File: src/rtl/combination_entry_pkg.sv
// Shared constants and types for the combination lock keypad front end.
package combination_entry_pkg;

  localparam int unsigned LOCK_DIGITS    = 4;
  localparam int unsigned LOCK_DIGIT_W   = 4;
  localparam int unsigned LOCK_MAX_DIGIT = 9;
  localparam int unsigned LOCK_CODE_W    = LOCK_DIGITS * LOCK_DIGIT_W;

  localparam logic [LOCK_CODE_W-1:0] LOCK_DEFAULT_CODE = 16'h1234;

  // What the entry buffer does at a given clock edge, highest priority first
  typedef enum logic [1:0] {
    EV_NONE,
    EV_FLUSH,
    EV_CLEAR,
    EV_DIGIT
  } edge_event_e;

endpackage

File: src/rtl/combination_entry_digit_shift_buffer.sv
// Digit entry buffer: shifts accepted digits in from the right, counts them,
// and saturates at DIGITS (further digits are dropped, never wrapped).
module combination_entry_digit_shift_buffer
  import combination_entry_pkg::*;
#(
  parameter int unsigned DIGITS    = LOCK_DIGITS,
  parameter int unsigned DIGIT_W   = LOCK_DIGIT_W,
  parameter int unsigned MAX_DIGIT = LOCK_MAX_DIGIT
) (
  input  logic                           clock,
  input  logic                           reset,
  input  logic                           flush,
  input  logic                           key_clear,
  input  logic                           key_valid,
  input  logic [DIGIT_W-1:0]             key_digit,
  output logic [DIGITS*DIGIT_W-1:0]      entry_buf,
  output logic [$clog2(DIGITS+1)-1:0]    digit_count,
  output logic                           entry_full
);

  localparam int unsigned CODE_W = DIGITS * DIGIT_W;
  localparam int unsigned CNT_W  = $clog2(DIGITS + 1);

  localparam logic [DIGIT_W-1:0] MAX_DIGIT_L = DIGIT_W'(MAX_DIGIT);
  localparam logic [CNT_W-1:0]   FULL_COUNT  = CNT_W'(DIGITS);

  logic [CODE_W-1:0] entry_buf_q, entry_buf_d;
  logic [CNT_W-1:0]  digit_count_q, digit_count_d;
  logic              full;
  edge_event_e       ev;

  assign full = (digit_count_q == FULL_COUNT);

  // Resolve the edge event by priority, then compute the next buffer and count
  always_comb begin
    ev = EV_NONE;
    if (flush) begin
      ev = EV_FLUSH;
    end else if (key_clear) begin
      ev = EV_CLEAR;
    end else if (key_valid && (key_digit <= MAX_DIGIT_L) && !full) begin
      ev = EV_DIGIT;
    end

    entry_buf_d   = entry_buf_q;
    digit_count_d = digit_count_q;
    case (ev)
      EV_FLUSH, EV_CLEAR: begin
        entry_buf_d   = '0;
        digit_count_d = '0;
      end
      EV_DIGIT: begin
        entry_buf_d   = {entry_buf_q[CODE_W-DIGIT_W-1:0], key_digit};
        digit_count_d = digit_count_q + CNT_W'(1);
      end
      default: ;
    endcase
  end

  // Register buffer and count
  always_ff @(posedge clock) begin
    if (reset) begin
      entry_buf_q   <= '0;
      digit_count_q <= '0;
    end else begin
      entry_buf_q   <= entry_buf_d;
      digit_count_q <= digit_count_d;
    end
  end

  assign entry_buf   = entry_buf_q;
  assign digit_count = digit_count_q;
  assign entry_full  = full;

endmodule

File: src/rtl/combination_entry.sv
// Keypad-side front end for the combination lock: holds the stored code,
// compares the entry buffer against it, and commits new codes in
// programming mode.
module combination_entry
  import combination_entry_pkg::*;
#(
  parameter int unsigned                        DIGITS       = LOCK_DIGITS,
  parameter int unsigned                        DIGIT_W      = LOCK_DIGIT_W,
  parameter int unsigned                        MAX_DIGIT    = LOCK_MAX_DIGIT,
  parameter logic [DIGITS*DIGIT_W-1:0]          DEFAULT_CODE = LOCK_DEFAULT_CODE
) (
  input  logic                        clock,
  input  logic                        reset,
  input  logic                        key_valid,
  input  logic [DIGIT_W-1:0]          key_digit,
  input  logic                        key_clear,
  input  logic                        enter,
  input  logic                        change,
  input  logic                        new_mode,
  output logic                        correct,
  output logic                        entry_full,
  output logic [$clog2(DIGITS+1)-1:0] digit_count,
  output logic                        code_updated
);

  localparam int unsigned CODE_W = DIGITS * DIGIT_W;

  logic [CODE_W-1:0] entry_buf;
  logic [CODE_W-1:0] stored_code_q, stored_code_d;
  logic              code_updated_q, code_updated_d;
  logic              commit;

  combination_entry_digit_shift_buffer #(
    .DIGITS    (DIGITS),
    .DIGIT_W   (DIGIT_W),
    .MAX_DIGIT (MAX_DIGIT)
  ) u_buf (
    .clock       (clock),
    .reset       (reset),
    .flush       (enter | change),
    .key_clear   (key_clear),
    .key_valid   (key_valid),
    .key_digit   (key_digit),
    .entry_buf   (entry_buf),
    .digit_count (digit_count),
    .entry_full  (entry_full)
  );

  // Commit only a complete entry on enter in programming mode; change aborts
  always_comb begin
    commit         = new_mode && enter && entry_full;
    stored_code_d  = commit ? entry_buf : stored_code_q;
    code_updated_d = commit;
  end

  // Register stored code and the one-cycle commit pulse
  always_ff @(posedge clock) begin
    if (reset) begin
      stored_code_q  <= DEFAULT_CODE;
      code_updated_q <= 1'b0;
    end else begin
      stored_code_q  <= stored_code_d;
      code_updated_q <= code_updated_d;
    end
  end

  assign correct      = entry_full && (entry_buf == stored_code_q);
  assign code_updated = code_updated_q;

endmodule
File: config.mk
export PLATFORM = sky130hd
export DESIGN_NAME = combination_entry
export DESIGN_NICKNAME = d
export VERILOG_FILES = /design/src/rtl/combination_entry_pkg.sv /design/src/rtl/combination_entry_digit_shift_buffer.sv /design/src/rtl/combination_entry.sv
export SDC_FILE = /design/constraint.sdc
export NUM_CORES = 1
export LEC_CHECK = 0
export CAP_MARGIN = 20
export CORE_ASPECT_RATIO = 0.6
export CORE_MARGIN = 4
export CORE_UTILIZATION = 23
export CTS_CLUSTER_DIAMETER = 50
export DETAILED_ROUTE_END_ITERATION = 8
export GPL_ROUTABILITY_DRIVEN = 0
export PLACE_DENSITY_LB_ADDON = 0.15
export SYNTH_ARGS = -nofsm -noshare
export SYNTH_HDL_FRONTEND = slang
export SYNTH_SLANG_ARGS = --single-unit
File: constraint.sdc
create_clock -name clock -period 3.8 [get_ports clock]
set_input_delay 0.76 -clock clock [delete_from_list [all_inputs] [get_ports clock]]
set_output_delay 0.76 -clock clock [all_outputs]
set_load 0.01 [all_outputs]
==> results of run 1 <==
[power by group]
group | total (mW) | switching [mW] | internal [mW]
combinational | 0.0335 | 0.0154 | 0.0181
clock | 0.272 | 0.124 | 0.148
sequential | 0.378 | 0.000589 | 0.378
total | 0.683 | 0.140 | 0.544
[critical path, cell delays in order (launching register included)]
cell             delay (ps)
dfxtp_1                 350
xor2_1                  170
nor4_1                  400
nand4_1                 140
nor3_1                  200
clkdlybuf4s50_1         570
[metal layers]
layer	GRT usage, %	up-vias
met5	0	-
met4	2.93	0
met3	3.16	2
met2	13.7	7
met1	11.9	524
li1	-	575
[final cells by class]
class / instances / share of cell area (%)
repair buffers: 18 / 9.63
multi-input cells: 118 / 39.4
well taps: 84 / 5.78
inverters: 3 / 0.619
clock buffers: 8 / 4.95
flip-flops and latches: 36 / 39.6
[state kept, by name, indices dropped and copies added, names as in the netlist]
name and cells:
u_buf.digit_count 3, u_buf.entry_buf 16, stored_code_q 16, code_updated 1
[worst paths after layout]
kind | slack [ps] | cells past startpoint | end | startpoint
worst max register to register | 2000 | 7 | stored_code_q[12]$_SDFFE_PP1P_ | u_buf.digit_count[0]$_SDFFE_PP0P_
worst min register to register | 470 | 2 | stored_code_q[8]$_SDFFE_PP0P_ | stored_code_q[8]$_SDFFE_PP0P_
worst min-delay path | 470 | 2 | stored_code_q[8]$_SDFFE_PP0P_ | stored_code_q[8]$_SDFFE_PP0P_
worst max-delay path | 940 | 5 | correct | u_buf.entry_buf[2]$_SDFFE_PP0P_
[layout by cell type, fill, tap and decap left out, drive strengths merged, types with 2 or more instances in the layout]
cell type      instances
xor2                  17
nand3                  2
ha                     2
clkdlybuf4s50         16
nand2                 33
nor4                   3
buf                    2
clkbuf                 8
nor2                  20
a21oi                 11
dfxtp                 36
inv                    3
mux2i                 17
nor3                   2
nand4                  2
nand3b                 5
[through the flow]
| stage | util (%) | total power, mW | hold slack (ps) | setup slack [ps] |
|---|---|---|---|---|
| 2_1_floorplan | - | 0.406 | 442 | 1890 |
| 3_3_place_gp | 27.7 | 0.420 | 455 | 1120 |
| 3_5_place_dp | 27.7 | 0.421 | 460 | 1210 |
| 4_1_cts | 29.1 | 0.696 | 469 | 907 |
| 5_1_grt | 29.1 | 0.716 | 489 | 831 |
| 6_report | 29.1 | 0.683 | 467 | 941 |
[logic make-up (layout without fill, tap and decap cells)]
logic type | count (synthesis) | count (layout)
adders and majority gates | 2 | 2
DFF | 36 | 36
xor gates and xnor gates | 18 | 18
AOI/OAI and AO/OA | 12 | 12
muxes | 17 | 17
and+or+nand+nor | 69 | 69
buffers and inverters | 11 | 29
==> summary.md, run 1 <==
| Metric | Value |
|---|---|
| Fraction of the mapped netlist area in simple logic gates | `20.1%` |
| Leftover overflow at the end of global routing | `0` |
| Area share of fa/ha/maj cells after synthesis | `~1.7%` |
| Mapped Area | `1510 um2` |
| Global-route wire length before repair | `5.71 mm` |
| GRT Total Usage | `a little under a tenth` |
| Post-detailed-route DRC marker count | `0` |
| Half-perimeter wire length after placement | `2.32 mm` |
| Final worst-path cycle share | `75.2%` |
| Top metal layer carrying routed signals | `met4` |
| Maximum number of pins on one net before global-route repair | `20` |
| Fin area | `1820 um2` |
| Share of cell area taken by muxes after synthesis | `11.3%` |
| Yosys reg bits | `36` |
| Slew at the pin with the worst max-slew slack | `739 ps` |
| Area of the multi-input gates | `717 um2` |
| Post-synthesis cell type with the largest combined area | `dfxtp_1` |
| Run status | `finished, final reports clean` |
| Height of the die | `70.8 um` |
| Top flip-flop cell by instance count after synthesis | `dfxtp_1` |
| Core Box Area | `6250 um2` |
| Cts repair resizes | `0` |
| Avg WL per Cell | `12.2 um` |
| Post-Syn Instances | `165` |
| RSZ-0062 raised after global routing | `no` |
| Final setup vio count | `0` |
| Main combinational cell family by area after synthesis | `simple AND/OR/NAND/NOR gates` |
| Count of hold buffers inserted by post-cts repair | `0` |
| Number of optimization iterations in the first detailed-route pass | `4` |
| Number of flops mapped to enable cells by yosys | `0` |
| Most instantiated cells after synthesis | `dfxtp_1, nand2_1, nor2_1, mux2i_1, xor2_1` |
| Die extent in x | `113 um` |
| Fin nets | `195` |
| Mean instance size in the synthesized netlist | `9.16 um2` |
| Number of clock sinks | `36` |
| Sequential-to-total area share from yosys stat | `47.7%` |
| Fraction of registers with async set/reset | `0%` |
| Count of nets left with antenna violations after detail routing | `0` |
| Worst Path Arrival | `~2100 ps` |
| Share of the synthesized area in compound gates (AO/OA/AOI/OAI) | `3.97%` |
| Share of the synthesized netlist area taken by xor and xnor gates | `10.4%` |
| Period minus WS final | `approximately 2900 ps` |
| Number of global-route vias before repair | `1177` |
| Storage element area | `about 720 um2` |
| Number of nets produced by synthesis | `178` |
| Post-CTS setup buffer count | `0` |
| Number of H-tree levels | `2` |
| Setup CP Type | `reg2out` |
| Boundary pin count | `17` |
| Worst clock skew | `5.35 ps` |
| Routed wl met3 | `62 um` |
| Placed Instance Area | `~1700 um2` |
| Synthesis Warnings | `0` |
| Source-to-sink clock delay at the later pin of the worst-skew pair | `between 200 and 300 ps` |
| Share of cells above drive strength 1 | `5.46%` |
| # port buffers | `16` |
| Detail-routed via count per cell | `4.15` |
| Num rows | `22` |
| Power per Cell Area | `around 380 nW/um2` |
| Filler-free cell count of the finished design | `267` |
| Kind of start point of the critical path | `register` |
| Area fraction of the dominant cell type after synthesis | `47.7%` |
| Final Hold Vio Count | `0` |
| Via count | `1108` |
| Cell count after placement | `259` |
| Number of buffers added by the clock tree synthesis step | `5` |
| Final count of pins violating max slew | `0` |
| Detailed Route Iter0 Violations | `30` |
| Routed met2 length | `1.41 mm` |
| Initial antenna violation count | `0` |
| Unique cell type count in the Yosys netlist | `23` |
| Starting Density | `24.2%` |
| Worst vdd rail ir drop | `0.104 mV` |
| Leakage power total | `0.765 nW` |
| Maximum frequency from static timing analysis | `350 MHz` |
| Crit path capture type | `primary output` |
| Dominant cell by count in the synthesized netlist | `dfxtp_1` |
| Root buf cell | `clkbuf_8` |
| Post-CTS clock slew at the launch and capture registers of the worst setup and hold paths | `~60 ps` |
| Largest fanout on the critical path | `4` |
| Worst slew margin relative to its limit | `50.6%` |
| # diodes | `0` |
| Cell types with the largest area share after synthesis | `dfxtp_1, mux2i_1, xor2_1, nand2_1, nor2_1` |
| Data required time of the critical path | `3040 ps` |
| Clock Tree Buf Depth | `2` |
| Filler cell count | `655` |
| Area added between synthesis and finish | `20.4%` |
| Total detailed-routing wirelength | `3.26 mm` |
| Met1 routed wirelength after detailed routing | `~1.8 mm` |
| Max Cap Violations | `0` |
| TritonCTS clock tree | `built` |
| Class of the worst hold path | `reg2reg` |
| Die Outline Area | `7970 um2` |
| Setup Total Neg Slack | `0 ps` |
(Power assumes the default switching activity.)
==> inputs of run 2 (changes only) <==
- clock period: 3.8 -> 2.3 ns (I/O delays scaled with it)
==> run 2 against run 1 <==
Net effect:
- final area up 4.1%
- register-to-register slack worse by 1400 ps
- combinational power up 84%
- utilization up 1.2 points
- worst hold slack worse by 1.4 ps
- sequential power up 65%
- critical path depth unchanged
- die area unchanged
- highest routed layer unchanged
==> summary.md, run 2 (synthesis results as in run 1) <==
| Metric | Value |
|---|---|
| Post-CTS setup buffer count | `0 (unchanged)` |
| Cell count after placement | `266 (+2.7%)` |
| Avg WL per Cell | `12.7 um (+4.3%)` |
| GRT Total Usage | `9.75% (+0.74 points)` |
| Filler-free cell count of the finished design | `274 (+2.6%)` |
| Logic gate share of total power | `5.4% (+0.5 points)` |
| Total detailed-routing wirelength | `3.49 mm (+7.1%)` |
| Number of clock sinks | `36 (unchanged)` |
| Num rows | `22 (unchanged)` |
| Clock power frac | `40.0% (+0.2 points)` |
| Final count of pins violating max slew | `0 (unchanged)` |
| RSZ-0062 raised after global routing | `no` |
| Die Outline Area | `7970 um2 (unchanged)` |
| Via count | `1141 (+3.0%)` |
| Clock Tree Buf Depth | `2 (unchanged)` |
| Height of the die | `70.8 um (unchanged)` |
| Final setup vio count | `0 (unchanged)` |
| Number of cells on the worst reg-to-reg path | `7 (unchanged)` |
| Largest fanout on the critical path | `4 (unchanged)` |
| Kind of start point of the critical path | `register` |
| Leftover overflow at the end of global routing | `0 (unchanged)` |
| Detailed Route Iter0 Violations | `26 (-13%)` |
| Number of optimization iterations in the first detailed-route pass | `4 (unchanged)` |
| Max Cap Violations | `0 (unchanged)` |
| Worst slew margin relative to its limit | `79.2% (+29 points)` |
| Period minus WS final | `2100 ps` |
| Detail-routed via count per cell | `4.16 (+0.35%)` |
| Crit path capture type | `primary output` |
| Worst Path Arrival | `1640 ps (-460 ps)` |
| Worst setup margin | `196 ps (-745 ps)` |
| Number of buffers added by the clock tree synthesis step | `5 (unchanged)` |
| Leakage power total | `0.812 nW (+6.2%)` |
| Worst clock skew | `4.55 ps (-0.803 ps)` |
| Post-CTS clock slew at the launch and capture registers of the worst setup and hold paths | `70 ps (about the same)` |
| Setup CP Type | `reg2out` |
| TritonCTS clock tree | `built` |
| Setup slack of the worst register-to-register path | `650 ps (-1350 ps)` |
| Half-perimeter wire length after placement | `2.54 mm (+9.5%)` |
| Maximum frequency from static timing analysis | `475 MHz` |
| Post-detailed-route DRC marker count | `0 (unchanged)` |
| Data required time of the critical path | `1840 ps (-1200 ps)` |
| Global-route wire length before repair | `6.07 mm (+6.3%)` |
| Leading cell type in the layout, fill and taps excluded | `dfxtp_1` |
| Final Hold Vio Count | `0 (unchanged)` |
| Boundary pin count | `17 (unchanged)` |
| Run status | `finished, final reports clean` |
| # port buffers | `16 (unchanged)` |
| Fin nets | `202 (+3.6%)` |
| Initial antenna violation count | `0 (unchanged)` |
| Share of cells above drive strength 1 | `11.6% (+6.1 points)` |
| Core Box Area | `6250 um2 (unchanged)` |
| # diodes | `0 (unchanged)` |
| Filler cell count | `645 (-1.5%)` |
| Starting Density | `24.2% (unchanged)` |
| Hold depth | `2 (unchanged)` |
| Count of hold buffers inserted by post-cts repair | `0 (unchanged)` |
| Fin area | `1890 um2 (+4.1%)` |
| Share of power burned in registers | `54.6% (-0.7 points)` |
| Count of nets left with antenna violations after detail routing | `0 (unchanged)` |
| Placed Instance Area | `1790 um2 (+3.8%)` |
| Die extent in x | `113 um (unchanged)` |
| Area added between synthesis and finish | `25.2%` |
| Source-to-sink clock delay at the later pin of the worst-skew pair | `280 ps (about the same)` |
| Fraction of power spent switching nets | `21.6% (+1.1 points)` |
| Number of H-tree levels | `2 (unchanged)` |
| Final worst-path cycle share | `about nine tenths` |
| Maximum number of pins on one net before global-route repair | `18 (-10%)` |
| Highest-count cells in the layout ignoring fill and taps | `dfxtp_1, nand2_1, nor2_1, xor2_1, mux2i_1` |
| Overall power of the completed layout | `1.14 mW (+67%)` |
| Slew at the pin with the worst max-slew slack | `309 ps (-429 ps)` |
| Total internal power | `0.896 mW (+65%)` |
| Number of global-route vias before repair | `1200 (+2.0%)` |
| Worst vdd rail ir drop | `0.299 mV (+190%)` |
| Root buf cell | `clkbuf_8` |
| Class of the worst hold path | `reg2reg` |
| Net switching component of the power | `0.247 mW (+76%)` |
| Worst slack after detailed placement | `5.94 ps (-1200 ps)` |
| Power per Cell Area | `604 nW/um2 (+61%)` |
-- run 2: cell count changes in the layout (fill, tap and decap cells not counted) --
cell             before  now
buf_4                 2    8
clkbuf_1              2    0
clkinv_2              0    2
buf_12                0    1
clkbuf_2              0    1
clkdlybuf4s50_1      16   15
nor3_1                2    1
nor3_2                0    1
nor4_1                3    2
nor4_2                0    1
-- run 2: cell type report --
cell class	instances	area [um2]	share of cell area, %
multi-input combinational	118	728	38.5
sequential	36	721	38.1
timing repair buffer	25	235	12.4
tap	84	105	5.55
clock buffer	6	82.6	4.36
inverter	3	11.3	0.595
clock inverter	2	10.0	0.529
-- run 2: timing repair --
action / CTS / global route
cloned: 0 / 0
pin swaps: 1 / 2
setup endpoints to repair: 1 / 1
gates resized for setup: 2 / 3
-- run 2: power by group through the flow --
stage / Sequential, mW / Combinational (mW) / Clock (mW)
finish: 0.625 / 0.0617 / 0.457
global route: 0.624 / 0.0661 / 0.512
CTS: 0.624 / 0.0621 / 0.483
detailed placement: 0.639 / 0.0620 / 0
global placement: 0.639 / 0.0614 / 0
floorplan: 0.639 / 0.0317 / 0
-- run 2: final timing paths --
check / start / endpoint
worst max register to register: u_buf.digit_count[0]$_SDFFE_PP0P_ / u_buf.entry_buf[11]$_SDFFE_PP0P_
worst min register to register: stored_code_q[0]$_SDFFE_PP0P_ / stored_code_q[0]$_SDFFE_PP0P_
worst min-delay path: stored_code_q[0]$_SDFFE_PP0P_ / stored_code_q[0]$_SDFFE_PP0P_
worst max-delay path: u_buf.digit_count[0]$_SDFFE_PP0P_ / entry_full
-- run 2: stage by stage --
stage                     setup TNS (ps)  hold WS (ps)  util, %
after floorplan                        0           442        -
after global placement             -24.9           454     28.7
after detailed placement               0           460     28.7
after CTS                              0           470     30.3
after global routing                   0           492     30.3
final                                  0           466     30.3
-- run 2: layer usage --
layer,routed length (um),part of all wire [%],up-vias,global-route usage [%]
li1,-,-,587,-
met1,1950,56,538,14.2
met2,1440,41,14,13.6
met3,86,2.5,2,3.08
met4,16,0.46,0,2.80
met5,0,0,-,0
-- run 2: worst max-delay path, cell delays in order (launching register included) --
cell and delay (ps):
dfxtp_1 370, inv_1 80, ha_1 200, nand2_1 170
inv_2 60, clkdlybuf4s50_1 480
==> edit, RTL diff (flow settings as in run 2) <==
Make the reset (`reset`) asynchronous in 2 clocked blocks.
--- a/src/rtl/combination_entry_digit_shift_buffer.sv
+++ b/src/rtl/combination_entry_digit_shift_buffer.sv
@@ -58,7 +58,7 @@
   end
 
   // Register buffer and count
-  always_ff @(posedge clock) begin
+  always_ff @(posedge clock or posedge reset) begin
     if (reset) begin
       entry_buf_q   <= '0;
       digit_count_q <= '0;
--- a/src/rtl/combination_entry.sv
+++ b/src/rtl/combination_entry.sv
@@ -54,7 +54,7 @@
   end
 
   // Register stored code and the one-cycle commit pulse
-  always_ff @(posedge clock) begin
+  always_ff @(posedge clock or posedge reset) begin
     if (reset) begin
       stored_code_q  <= DEFAULT_CODE;
       code_updated_q <= 1'b0;
Behaviour: differs if reset is asserted again (counterexample within 4 cycles, from zero or initial values and one cycle with reset high); with reset held inactive, the same outputs for 10 cycles.
==> edit against run 2 <==
Critical path depth did not move; routed wire length decreased by 2.5%; power rose by 17%; final area increased by 13%; sequential cell count unchanged; first-iteration DRC count rose by 27%; synthesized cell count shrank 21%; synthesized area is 12% higher; setup slack worse by 64 ps; count of clock-buffer cells in the layout unchanged.
==> edit: results <==
{
  "diodes": 0,
  "worst_slew_pin_slew_ps": 470,
  "leakagePower_nw": 1.15,
  "synth_top_area_cell": "dfrtp_1",
  "cp_data_arrival_time_ps": 1710,
  "hold_viol_final": 0,
  "netlist_top_cells_count": "dfrtp_1 (31), nor2_1 (19), mux2i_1 (17), xor2_1 (17), mux2_4 (9)",
  "numCtsBuffers": 5,
  "yosysWarningCount": 0,
  "clk_latency_ps": 280,
  "hp-class": "register to register",
  "antenna_found_initial": 0,
  "grt_pass1_wl_um": 5910,
  "synth_seq_area_share_pct": 53.5,
  "grt_pass1_vias": 1129,
  "gr-usage-all-layers_pct": 8.87,
  "cp_max_fo": 2,
  "hpwl_um": 2290,
  "final_layout_size_suffix_gt1_share_pct": 27.4,
  "clockBufferDepth": 2,
  "async_reset_ff_share_pct": 100,
  "drt_iter0_markers": 33,
  "grt_start_max_net_pins": 37,
  "fin_skew_ps": 3.78,
  "cts_root_buf": "clkbuf_16",
  "first_pass_iters": 4,
  "wl_per_cell_um": 14.0,
  "critPathSlowestCell": "dfrtp_1",
  "vias": 1036,
  "synthTopCellsByArea": "dfrtp_1 (46%), mux2i_1 (10%), xor2_1 (8.8%)",
  "switching_share_pct": 20.6,
  "status": "completed",
  "cpPeakStageDelay_ps": 390,
  "synth_cell_types": 21,
  "nNetsFinal": 170,
  "io_buffer_count": 16,
  "syn_nets": 143,
  "clk_pin_slew_ps": 50,
  "peakVddDrop_v": 0.000226,
  "htree_levels": 2
}
-- edit: cell count changes in the layout (fill, tap and decap cells not counted), sizes merged, moves of 2 or more --
cell,delta
dfstp,+5
dfxtp,-36
nand3b,-5
a21oi,-11
mux2,+16
dfrtp,+31
nand2,-32
inv,+2
-- edit: cell type report --
class,instances,area [um^2]
timing repair buffer,25,235
sequential,36,907
multi-input combinational,84,737
clock buffer,6,129
fill,695,4770
inverter,5,18.8
clock inverter,1,5.00
tap,87,109
-- edit: metal layers --
metal	share of wire (%)	GRT usage, %	vias up
li1	-	-	491
met1	52	12.5	520
met2	42	12.5	17
met3	4.0	3.04	8
met4	1.7	3.47	0
met5	0	0	-
-- edit: logic make-up after synthesis --
family	count (synthesis)	synth area share, %
fa+ha+maj	2	1.48
mux	33	22.7
simple gates	30	8.71
flops	36	53.5
xor+xnor	18	9.30
buf+inv	10	4.06
compound gates	1	0.295
-- edit: final timing paths --
check | from | depth (start not counted) | slack (ps) | to
setup / recovery | stored_code_q[7] | 5 | 130 | correct
hold / removal | stored_code_q[14] | 1 | 530 | stored_code_q[14]
setup reg to reg | u_buf.digit_count[0] | 6 | 650 | stored_code_q[0]
hold reg to reg | stored_code_q[14] | 1 | 530 | stored_code_q[14]
max in group asynchronous | reset | 3 | 1340 | stored_code_q[4]
min in group asynchronous | reset | 3 | 600 | code_updated
-- edit: power groups by stage --
stage	Sequential (mW)	Clock, mW	Combinational (mW)
after floorplan	0.648	0	0.0418
after global placement	0.648	0	0.0749
after detailed placement	0.648	0	0.0766
after CTS	0.637	0.660	0.0768
after global routing	0.637	0.683	0.0832
final	0.637	0.629	0.0741
-- edit: repair_timing --
| action | in CTS | in global routing |
|---|---|---|
| endpoints found under the setup margin | 1 | 1 |
| resized for setup | 6 | 1 |
| pin swaps | 3 | 3 |
| buffers inserted | 0 | 0 |
-- edit: per-stage QoR --
| stage | instance area (um^2) | TNS, ps | setup WS, ps | std cells |
|---|---|---|---|---|
| after floorplan | 1700 | 0 | 634 | 130 |
| after global placement | 1990 | -112 | -112 | 237 |
| after detailed placement | 1990 | -104 | -104 | 237 |
| after CTS | 2140 | 0 | 48.8 | 244 |
| after global routing | 2140 | 0 | 21.9 | 244 |
| final | 2140 | 0 | 132 | 244 |
-- edit: worst max-delay path: cells and delay by family, from the launching register on --
kind / cells / cell delay (ps)
buf+inv: 1 / 150
flops: 1 / 390
simple gates: 3 / 710
xor+xnor: 1 / 180
